==> config.mk <==
export PLATFORM = sky130hd
export DESIGN_NAME = piso_serializer_flat
export DESIGN_NICKNAME = d
export VERILOG_FILES = /design/src/rtl/piso_serializer_pkg.sv /design/src/rtl/piso_serializer_if.sv /design/src/rtl/piso_serializer_lsr.sv /design/src/rtl/piso_serializer.sv /design/src/flat_wrapper.sv
export SDC_FILE = /design/constraint.sdc
export NUM_CORES = 1
export LEC_CHECK = 0
export CORE_MARGIN = 2
export CORE_UTILIZATION = 36
export CTS_BUF_LIST = sky130_fd_sc_hd__clkbuf_4 sky130_fd_sc_hd__clkbuf_8
export CTS_CLUSTER_SIZE = 12
export DETAILED_ROUTE_END_ITERATION = 7
export PLACE_DENSITY = 0.62
export SYNTH_ARGS = -nofsm -noshare
export SYNTH_HDL_FRONTEND = slang
export SYNTH_SLANG_ARGS = --single-unit
export TNS_END_PERCENT = 100
==> constraint.sdc <==
create_clock -name clk -period 4.5 [get_ports clk]
set_input_delay 0.45 -clock clk [delete_from_list [all_inputs] [get_ports clk]]
set_output_delay 0.45 -clock clk [all_outputs]
set_load 0.02 [all_outputs]
==> src/rtl/piso_serializer_pkg.sv <==
// piso_pkg: shared types and helpers for the parallel-in/serial-out serializer.
//   piso_state_t : FSM states (IDLE waits for a word, SHIFT emits its bits)
//   cnt_w(n)     : width of the bit counter for a word whose MSB index is n
package piso_pkg;

    typedef enum logic {IDLE, SHIFT} piso_state_t;

    function automatic int cnt_w(input int n);
        return $clog2(n + 1);
    endfunction

endpackage

==> src/rtl/piso_serializer_if.sv <==
// piso_serializer_if: word-in / bit-out handshake bundle of the serializer.
//   in_data, in_valid, in_ready : parallel word handshake (producer -> serializer)
//   sdo, out_valid, out_ready,
//   out_last                    : serial bit handshake (serializer -> consumer)
// Modports:
//   slave  : the serializer's view (consumes words, produces bits)
//   master : the environment's view (produces words, consumes bits)
interface piso_serializer_if #(
    parameter int N = 7
);

    logic [N:0] in_data;
    logic       in_valid;
    logic       in_ready;
    logic       sdo;
    logic       out_valid;
    logic       out_ready;
    logic       out_last;

    modport slave (
        input  in_data,
        input  in_valid,
        output in_ready,
        output sdo,
        output out_valid,
        input  out_ready,
        output out_last
    );

    modport master (
        output in_data,
        output in_valid,
        input  in_ready,
        input  sdo,
        input  out_valid,
        output out_ready,
        input  out_last
    );

endinterface

==> src/rtl/piso_serializer_lsr.sv <==
// lsr1_stage: one-bit logical-right-shift stage covering the interior bits of
// a word with MSB index N. Output bit i takes input bit i+1 for i = 0..N-2.
// The two top bits of the full shifted word (the old MSB moving down, and
// the zero fill) are supplied by the instantiating module.
//   a : input bits [N-1:1] of the word being shifted
//   b : shifted bits [N-2:0]
// Needs N >= 2; for smaller words the caller wires the shift directly.
module lsr1_stage #(
    parameter int N = 7
) (
    input  logic [N-1:1] a,
    output logic [N-2:0] b
);

    for (genvar i = 0; i <= N - 2; i++) begin : g_bit
        assign b[i] = a[i + 1];
    end

endmodule

==> src/rtl/piso_serializer.sv <==
// piso_serializer: accepts an (N+1)-bit word over a valid/ready handshake and
// emits it LSB-first, one bit per accepted serial beat. The final beat of a
// word can coincide with accepting the next word, so back-to-back words
// stream with no idle cycle.
//   clk   : rising-edge clock
//   rst_n : asynchronous active-low reset
//   bus   : word-in / bit-out handshake (slave side)
//   busy  : high while a word is held (state SHIFT)
module piso_serializer
    import piso_pkg::*;
#(
    parameter int N = 7
) (
    input  logic               clk,
    input  logic               rst_n,
    piso_serializer_if.slave   bus,
    output logic               busy
);

    localparam int            CW       = cnt_w(N);
    localparam logic [CW-1:0] LAST_CNT = CW'(N);

    piso_state_t   state_q, state_d;
    logic [N:0]    sreg_q, sreg_d, sreg_shr;
    logic [CW-1:0] cnt_q, cnt_d;
    logic          at_last;

    // Zero-filled right shift of the held word. The shared stage moves the
    // interior bits; the old MSB and the zero fill are wired here.
    if (N >= 2) begin : g_shr
        lsr1_stage #(.N(N)) u_lsr (
            .a (sreg_q[N-1:1]),
            .b (sreg_shr[N-2:0])
        );
        assign sreg_shr[N-1] = sreg_q[N];
        assign sreg_shr[N]   = 1'b0;
    end else begin : g_shr_min
        assign sreg_shr = {1'b0, sreg_q[1]};
    end

    // The bit on sdo is the word's MSB when the counter has reached N.
    assign at_last = (state_q == SHIFT) && (cnt_q == LAST_CNT);

    // Outputs. in_ready may only open in SHIFT on the final beat, which is
    // what lets the next word load in the same edge as the last bit leaves.
    assign bus.in_ready  = (state_q == IDLE) || (at_last && bus.out_ready);
    assign bus.out_valid = (state_q == SHIFT);
    assign bus.sdo       = (state_q == SHIFT) & sreg_q[0];
    assign bus.out_last  = at_last;
    assign busy          = (state_q == SHIFT);

    // Next-state logic. Nothing moves in SHIFT without a beat, so a stalled
    // consumer sees sdo and out_last frozen.
    always_comb begin
        state_d = state_q;
        sreg_d  = sreg_q;
        cnt_d   = cnt_q;
        unique case (state_q)
            IDLE: begin
                if (bus.in_valid) begin
                    sreg_d  = bus.in_data;
                    cnt_d   = '0;
                    state_d = SHIFT;
                end
            end
            SHIFT: begin
                if (bus.out_ready) begin
                    if (!at_last) begin
                        sreg_d = sreg_shr;
                        cnt_d  = cnt_q + CW'(1);
                    end else if (bus.in_valid) begin
                        sreg_d = bus.in_data;
                        cnt_d  = '0;
                    end else begin
                        state_d = IDLE;
                    end
                end
            end
        endcase
    end

    // State register; reset drops any word in flight immediately.
    always_ff @(posedge clk or negedge rst_n) begin
        if (!rst_n) begin
            state_q <= IDLE;
            sreg_q  <= '0;
            cnt_q   <= '0;
        end else begin
            state_q <= state_d;
            sreg_q  <= sreg_d;
            cnt_q   <= cnt_d;
        end
    end

endmodule

==> src/flat_wrapper.sv <==
// flat-port wrapper written by rule: the top's interface ports become plain ports
module piso_serializer_flat import piso_pkg::*;
#(
    parameter int N = 7
)
  (clk, rst_n, busy, bus_in_data, bus_in_valid, bus_in_ready, bus_sdo, bus_out_valid, bus_out_ready, bus_out_last);
  piso_serializer_if #(.N(N)) bus_i ();
  input  logic clk;
  input  logic rst_n;
  output logic busy;
  input wire logic [$bits(bus_i.in_data)-1:0] bus_in_data;
  input wire logic [$bits(bus_i.in_valid)-1:0] bus_in_valid;
  output wire logic [$bits(bus_i.in_ready)-1:0] bus_in_ready;
  output wire logic [$bits(bus_i.sdo)-1:0] bus_sdo;
  output wire logic [$bits(bus_i.out_valid)-1:0] bus_out_valid;
  input wire logic [$bits(bus_i.out_ready)-1:0] bus_out_ready;
  output wire logic [$bits(bus_i.out_last)-1:0] bus_out_last;
  assign bus_i.in_data = bus_in_data;
  assign bus_i.in_valid = bus_in_valid;
  assign bus_in_ready = bus_i.in_ready;
  assign bus_sdo = bus_i.sdo;
  assign bus_out_valid = bus_i.out_valid;
  assign bus_i.out_ready = bus_out_ready;
  assign bus_out_last = bus_i.out_last;
  piso_serializer #(.N(N)) u_core (.clk(clk), .rst_n(rst_n), .bus(bus_i), .busy(busy));
endmodule
## Yosys cells after proc, flatten, opt, wreduce, memory -nomap -nowiden

Index checks and enable logic that the tools add are counted.

- Word-level logic and storage cells: 23
- Input bits: 12
- Flip-flop bits (word level): 12

- Muxes and demuxes: 12
- Equality and inequality tests: 2
- Bitwise gates (word level): 2
- Add/subtract/negate cells: 1
- Reduce and logical (&&, ||, !) cells: 3

Operator list:

| operator | count |
|---|---|
| 8-bit 2-to-1 mux | 3 |
| 8-bit case mux with 2 select lines | 1 |
| 3-bit 2-to-1 mux | 3 |
| 3-bit case mux with 2 select lines | 1 |
| 3-bit by 1-bit adder with 3-bit output (second input constant) | 1 |
| 3-bit == test (second input constant) | 1 |
| 1-bit 2-to-1 mux | 3 |
| 1-bit logical AND | 2 |
| 2-bit inequality test (second input constant) | 1 |
| 1-bit case mux with 2 select lines | 1 |
| 1-bit bitwise AND | 1 |
| 1-bit logical OR | 1 |
| 1-bit NOT | 1 |

## Depth between registers and ports, before layout

- Depth in word-level cells: 5
- Depth in mapped cells: 6

## By module

From an unflattened synthesis, not the netlist that was laid out.

- Cell total of the unflattened synthesis: 55
- Area total of the unflattened synthesis: 681.9 µm²

Modules (own cells, without submodules):

| module | seq. area each (µm²) | area each (µm²) | cells an instance | times used |
|---|---|---|---|---|
| piso_serializer | 300.3 | 636.9 | 49 | 1 |
| lsr1_stage | 0.0 | 45.0 | 6 | 1 |

## Least setup slack after synthesis

OpenSTA, ideal clock, no wires.

- Path kind: flip-flop to flip-flop
- Start: register u_core.cnt_q[0]
- End: register u_core.cnt_q[1]
- Arrival: 1.488 ns
- Clock period less this slack: 1.609 ns
- Setup slack: 2.891 ns
- Data required time: 4.378 ns
- Setup time: 0.122 ns
- Stages on the path, launching flop included: 7
- Cells stage by stage: dfrtp_1 > ha_1 > ha_1 > nand2b_4 > a21o_1 > buf_6 > a32o_1

- Longest elaborated chain between the ends: 5
- Elaborated cells between the ends (all ways): 6
- Classes of those cells: add/sub: 1; eq/ne: 1; mux: 3; reduce/logical: 1

RTL lines:

| what | RTL line | RTL |
|---|---|---|
| start: declaration | piso_serializer.sv:25 | `logic [CW-1:0] cnt_q, cnt_d;` |
| start signal: assignment | piso_serializer.sv:91 | `cnt_q <= cnt_d;` |
| branches (longest 2 deep; another with 3-bit by 1-bit adder with 3-bit output) | -- |  |
| 3-bit 2-to-1 mux * | piso_serializer.sv:68 | `if (!at_last) begin` |
| 3-bit 2-to-1 mux * | piso_serializer.sv:67 | `if (bus.out_ready) begin` |
| 3-bit case mux with 2 select lines * | piso_serializer.sv:58 | `unique case (state_q)` |

Mark *: on every way between the ends. The select of a mux whose other input is x is not followed.
A chain may end at the register's enable or synchronous reset.

## Worst setup path after layout

- Start: register u_core.cnt_q[0]
- End: output port bus_in_ready

- Longest elaborated chain between the ends: 4

RTL lines:

| what | RTL line | RTL |
|---|---|---|
| 3-bit == test | piso_serializer.sv:42 | `assign at_last = (state_q == SHIFT) && (cnt_q == LAST_CNT);` |
| 1-bit logical AND | piso_serializer.sv:42 |  |
| 1-bit logical AND | piso_serializer.sv:46 | `assign bus.in_ready = (state_q == IDLE) \|\| (at_last && bus.out_ready);` |
| 1-bit logical OR | piso_serializer.sv:46 |  |
| end: declaration | flat_wrapper.sv:13 | `output wire logic [$bits(bus_i.in_ready)-1:0] bus_in_ready;` |

Every way passes these cells.

==> results.txt <==
----------------------------------------------------
[Placed design]
  Port Buffer Count ... 16
  Gpl congestion ... 0.7009
  Post-placement worst setup slack ... 2200 ps
  Detailed Place HPWL ... 895.7 um
  Placed cell areas ... 794.5 um2
  Placed cell count ... 88

[Worst setup path]
  Arrival time at the worst endpoint ... 2000 ps
  CP Max Fanout ... 10
  Category of the critical setup timing path ... flip-flop to output pin
  Required @ worst endpoint ... 4050 ps
  Critical path endpoint category ... output pin
  Kind of launch point of the worst setup path ... flip-flop

[Finish]
  Number of diodes added for antenna fixing ... 0
  Area added between synthesis and finish ... 27.79%
  Ratio of cells with drive above 1 in the final layout ... 9.459%
  Post-Layout Inst Area ... 817.0 um2
  Filler cell count ... 175
  Final net count ... 90
  Post-route non-filler standard cell count ... 91

[STA]
  Post-route clock period utilization ... 54.49%
  Setup_tns ... 0 ps
  Worst-case headroom to the max-slew limit ... 61.49%
  Setup clock skew after layout ... 8.397 ps
  Post-route minimum period ... 2452 ps
  Fin. Hold Viols ... 0
  RSZ-0062 raised after global routing ... no
  Minimum setup slack in the final design ... 2048 ps
  Number of endpoints failing setup at the final stage ... 0
  Actual transition at the worst max-transition pin ... 575.8 ps
  Final max-slew violation count ... 0
  Maximum operating frequency ... 407.8 MHz

[Clocking]
  TritonCTS clock tree ... built
  Count of clock tree sinks ... 12
  Count of buffers added by post-CTS timing repair for setup ... 0
  Buffers from clock root to sink, at most ... 2
  Clock root cell ... sky130_fd_sc_hd__clkbuf_4
  Clock-pin slew reported for the worst setup and hold paths after clock tree synthesis ... 80 ps
  TritonCTS Buffers ... 3
  Quantity of gates resized following cts ... 0
  Insertion delay of the later-clocked pin in the worst-skew pair ... 270 ps
  Quantity of hold-fixing buffers added after cts ... 0
  H-tree lvl count ... 1

[Power and ir drop]
  Pwr Density ... 453.0 nW/um2
  Peak supply drop ... 0.0002560 V
  Leakage component of the power ... 0.3688 nW
  Overall power ... 0.3702 mW

[Detailed routing]
  Post-DRT Antenna Nets ... 0
  Number of detailed-route iterations in the first pass ... 4
  DR WL/cell ... 13.62 um
  DRC violation count after routing ... 0
  Vias after detailed routing ... 498
  Ratio of routed vias to standard cells ... 5.473
  Sum of routed wire length over all layers ... 1239 um
  Violation count after the first detailed-route iteration ... 2

[Floorplan]
  # rows ... 15
  Horizontal extent of the die ... 46.14 um
  Chip Height ... 46.14 um
  Die outline area ... 2129 um2
  Boundary Pins ... 17
  Placeable core area ... 1689 um2
  Initial standard-cell utilization of the core ... 37.85%

[Synth]
  Share of Yosys cell area claimed by the top area cell type ... 46.97%
  Net count of the mapped netlist ... 72
  Synth area leaders ... sky130_fd_sc_hd__dfrtp_1 (47%), sky130_fd_sc_hd__and3b_1 (5.5%), sky130_fd_sc_hd__o2bb2ai_1 (5.5%)
  Register area share after synthesis ... 46.97%
  Cell area after synthesis ... 639.4 um2
  Number of register bits inferred by synthesis ... 12
  Most frequent cells after synthesis ... sky130_fd_sc_hd__dfrtp_1 (12), sky130_fd_sc_hd__a31oi_1 (5), sky130_fd_sc_hd__and3b_1 (4), sky130_fd_sc_hd__inv_1 (4), sky130_fd_sc_hd__o2bb2ai_1 (4)
  Number of enable-type register cells in the synthesized netlist ... 0
  Proportion of register bits with asynchronous set or reset after synthesis ... 100.0%
  Count of synthesis-stage warnings from yosys ... 0
  Mean instance size in the synthesized netlist ... 11.02 um2
  Most common flop cell mapped by yosys ... sky130_fd_sc_hd__dfrtp_1
  Count of distinct cell types in the synthesized netlist ... 23
  Most used standard cell by instance count after synthesis ... sky130_fd_sc_hd__dfrtp_1
  Post-synth top area cell ... sky130_fd_sc_hd__dfrtp_1
  Synthesized instance count ... 58

[GRT]
  Largest net degree at the start of global routing ... 15
  Global-route wire length before repair ... 2104 um
  Initial antenna violation count ... 0
  Total GRT Usage ... 14.26%
  Congestion Overflow GR ... 0
  Number of global-route vias before repair ... 507

[Run status]
  Run status ... finished, final reports clean

[Run]
  Number of max-cap violations ... 0

[Min path]
  Class of the worst hold path ... flip-flop to flip-flop

----------------------------------------------------
## cell families after synthesis
family	Yosys count	synth area share (%)
fa+ha+maj	2	3.913
flops	12	46.97
buf+inv	8	7.043
simple gates	15	17.02
compound gates	21	25.05
## final timing paths
| path | startpoint | to | slack, ps | depth (start not counted) |
|---|---|---|---|---|
| hold reg to reg | u_core.sreg_q[6] | u_core.sreg_q[6] | 490 | 1 |
| hold / removal | u_core.sreg_q[6] | u_core.sreg_q[6] | 490 | 1 |
| max in group asynchronous | rst_n | u_core.cnt_q[1] | 3570 | 1 |
| setup reg to reg | u_core.cnt_q[0] | u_core.cnt_q[1] | 2740 | 5 |
| min in group asynchronous | rst_n | u_core.sreg_q[6] | 540 | 1 |
| setup / recovery | u_core.cnt_q[0] | bus_in_ready | 2050 | 5 |
## metrics by stage
stage / utilization (%) / hold WS (ps)
after detailed placement: 47.04 / 467.5
after floorplan: - / 154.4
after global placement: 47.04 / 468.1
after CTS: 48.37 / 490.6
final: 48.37 / 485.8
after global routing: 48.37 / 506.0
## cell usage in the layout (no fill, tap or decap)
| master | synthesis | final |
|---|---|---|
| sky130_fd_sc_hd__inv_1 | 4 | 4 |
| sky130_fd_sc_hd__a21o_1 | 2 | 2 |
| sky130_fd_sc_hd__nor2_1 | 1 | 1 |
| sky130_fd_sc_hd__nor2b_2 | 1 | 1 |
| sky130_fd_sc_hd__and3b_1 | 4 | 4 |
| sky130_fd_sc_hd__a21oi_1 | 3 | 3 |
| sky130_fd_sc_hd__nand3b_1 | 1 | 1 |
| sky130_fd_sc_hd__a31oi_1 | 5 | 5 |
| sky130_fd_sc_hd__a21boi_2 | 1 | 1 |
| sky130_fd_sc_hd__nand2b_1 | 2 | 2 |
| sky130_fd_sc_hd__o2bb2ai_1 | 4 | 4 |
| sky130_fd_sc_hd__a32o_1 | 2 | 2 |
| sky130_fd_sc_hd__and2b_1 | 1 | 1 |
| sky130_fd_sc_hd__inv_2 | 1 | 1 |
| sky130_fd_sc_hd__and2_1 | 2 | 2 |
| sky130_fd_sc_hd__nand2_1 | 2 | 2 |
| sky130_fd_sc_hd__dfrtp_1 | 12 | 12 |
| sky130_fd_sc_hd__clkdlybuf4s50_1 | 0 | 16 |
| sky130_fd_sc_hd__ha_1 | 2 | 2 |
| sky130_fd_sc_hd__o32ai_1 | 3 | 3 |
| sky130_fd_sc_hd__nand2b_4 | 1 | 1 |
| sky130_fd_sc_hd__clkbuf_4 | 0 | 3 |
| sky130_fd_sc_hd__o22ai_1 | 1 | 1 |
## report_power, final
group,switching (mW),internal (mW),total [mW]
Clock,0.0342,0.0309,0.0651
Combinational,0.0642,0.0762,0.140
Sequential,0.0209,0.144,0.165
Total,0.119,0.251,0.370
## cell type report
class / count / area, um2 / area share (%)
tap: 17 / 21.27 / 2.603
multi-input combinational: 38 / 294.0 / 35.99
inverter: 5 / 18.77 / 2.297
timing repair buffer: 16 / 160.2 / 19.60
sequential: 12 / 300.3 / 36.75
clock buffer: 3 / 22.52 / 2.757
## registers in the layout, summed over array words and instances (netlist names)
| register | flops |
|---|---|
| u_core.bus.out_valid | 1 |
| u_core.cnt_q | 3 |
| u_core.sreg_q | 8 |
## layer usage
| layer | global-route usage, % | vias to the layer above | part of all wire [%] |
|---|---|---|---|
| met1 | 18.83 | 237 | 49 |
| met4 | 10.29 | 0 | 2.1 |
| met3 | 2.353 | 4 | 3.3 |
| met2 | 20.83 | 9 | 45 |
| met5 | 0 | - | 0 |
| li1 | - | 248 | - |
## critical path: stages (launching register included)
cell and delay (ps):
sky130_fd_sc_hd__dfrtp_1 400, sky130_fd_sc_hd__ha_1 200, sky130_fd_sc_hd__ha_1 290, sky130_fd_sc_hd__a21boi_2 260, sky130_fd_sc_hd__inv_2 50, sky130_fd_sc_hd__clkdlybuf4s50_1 530
No activity file was read; power rests on OpenSTA's default activity.
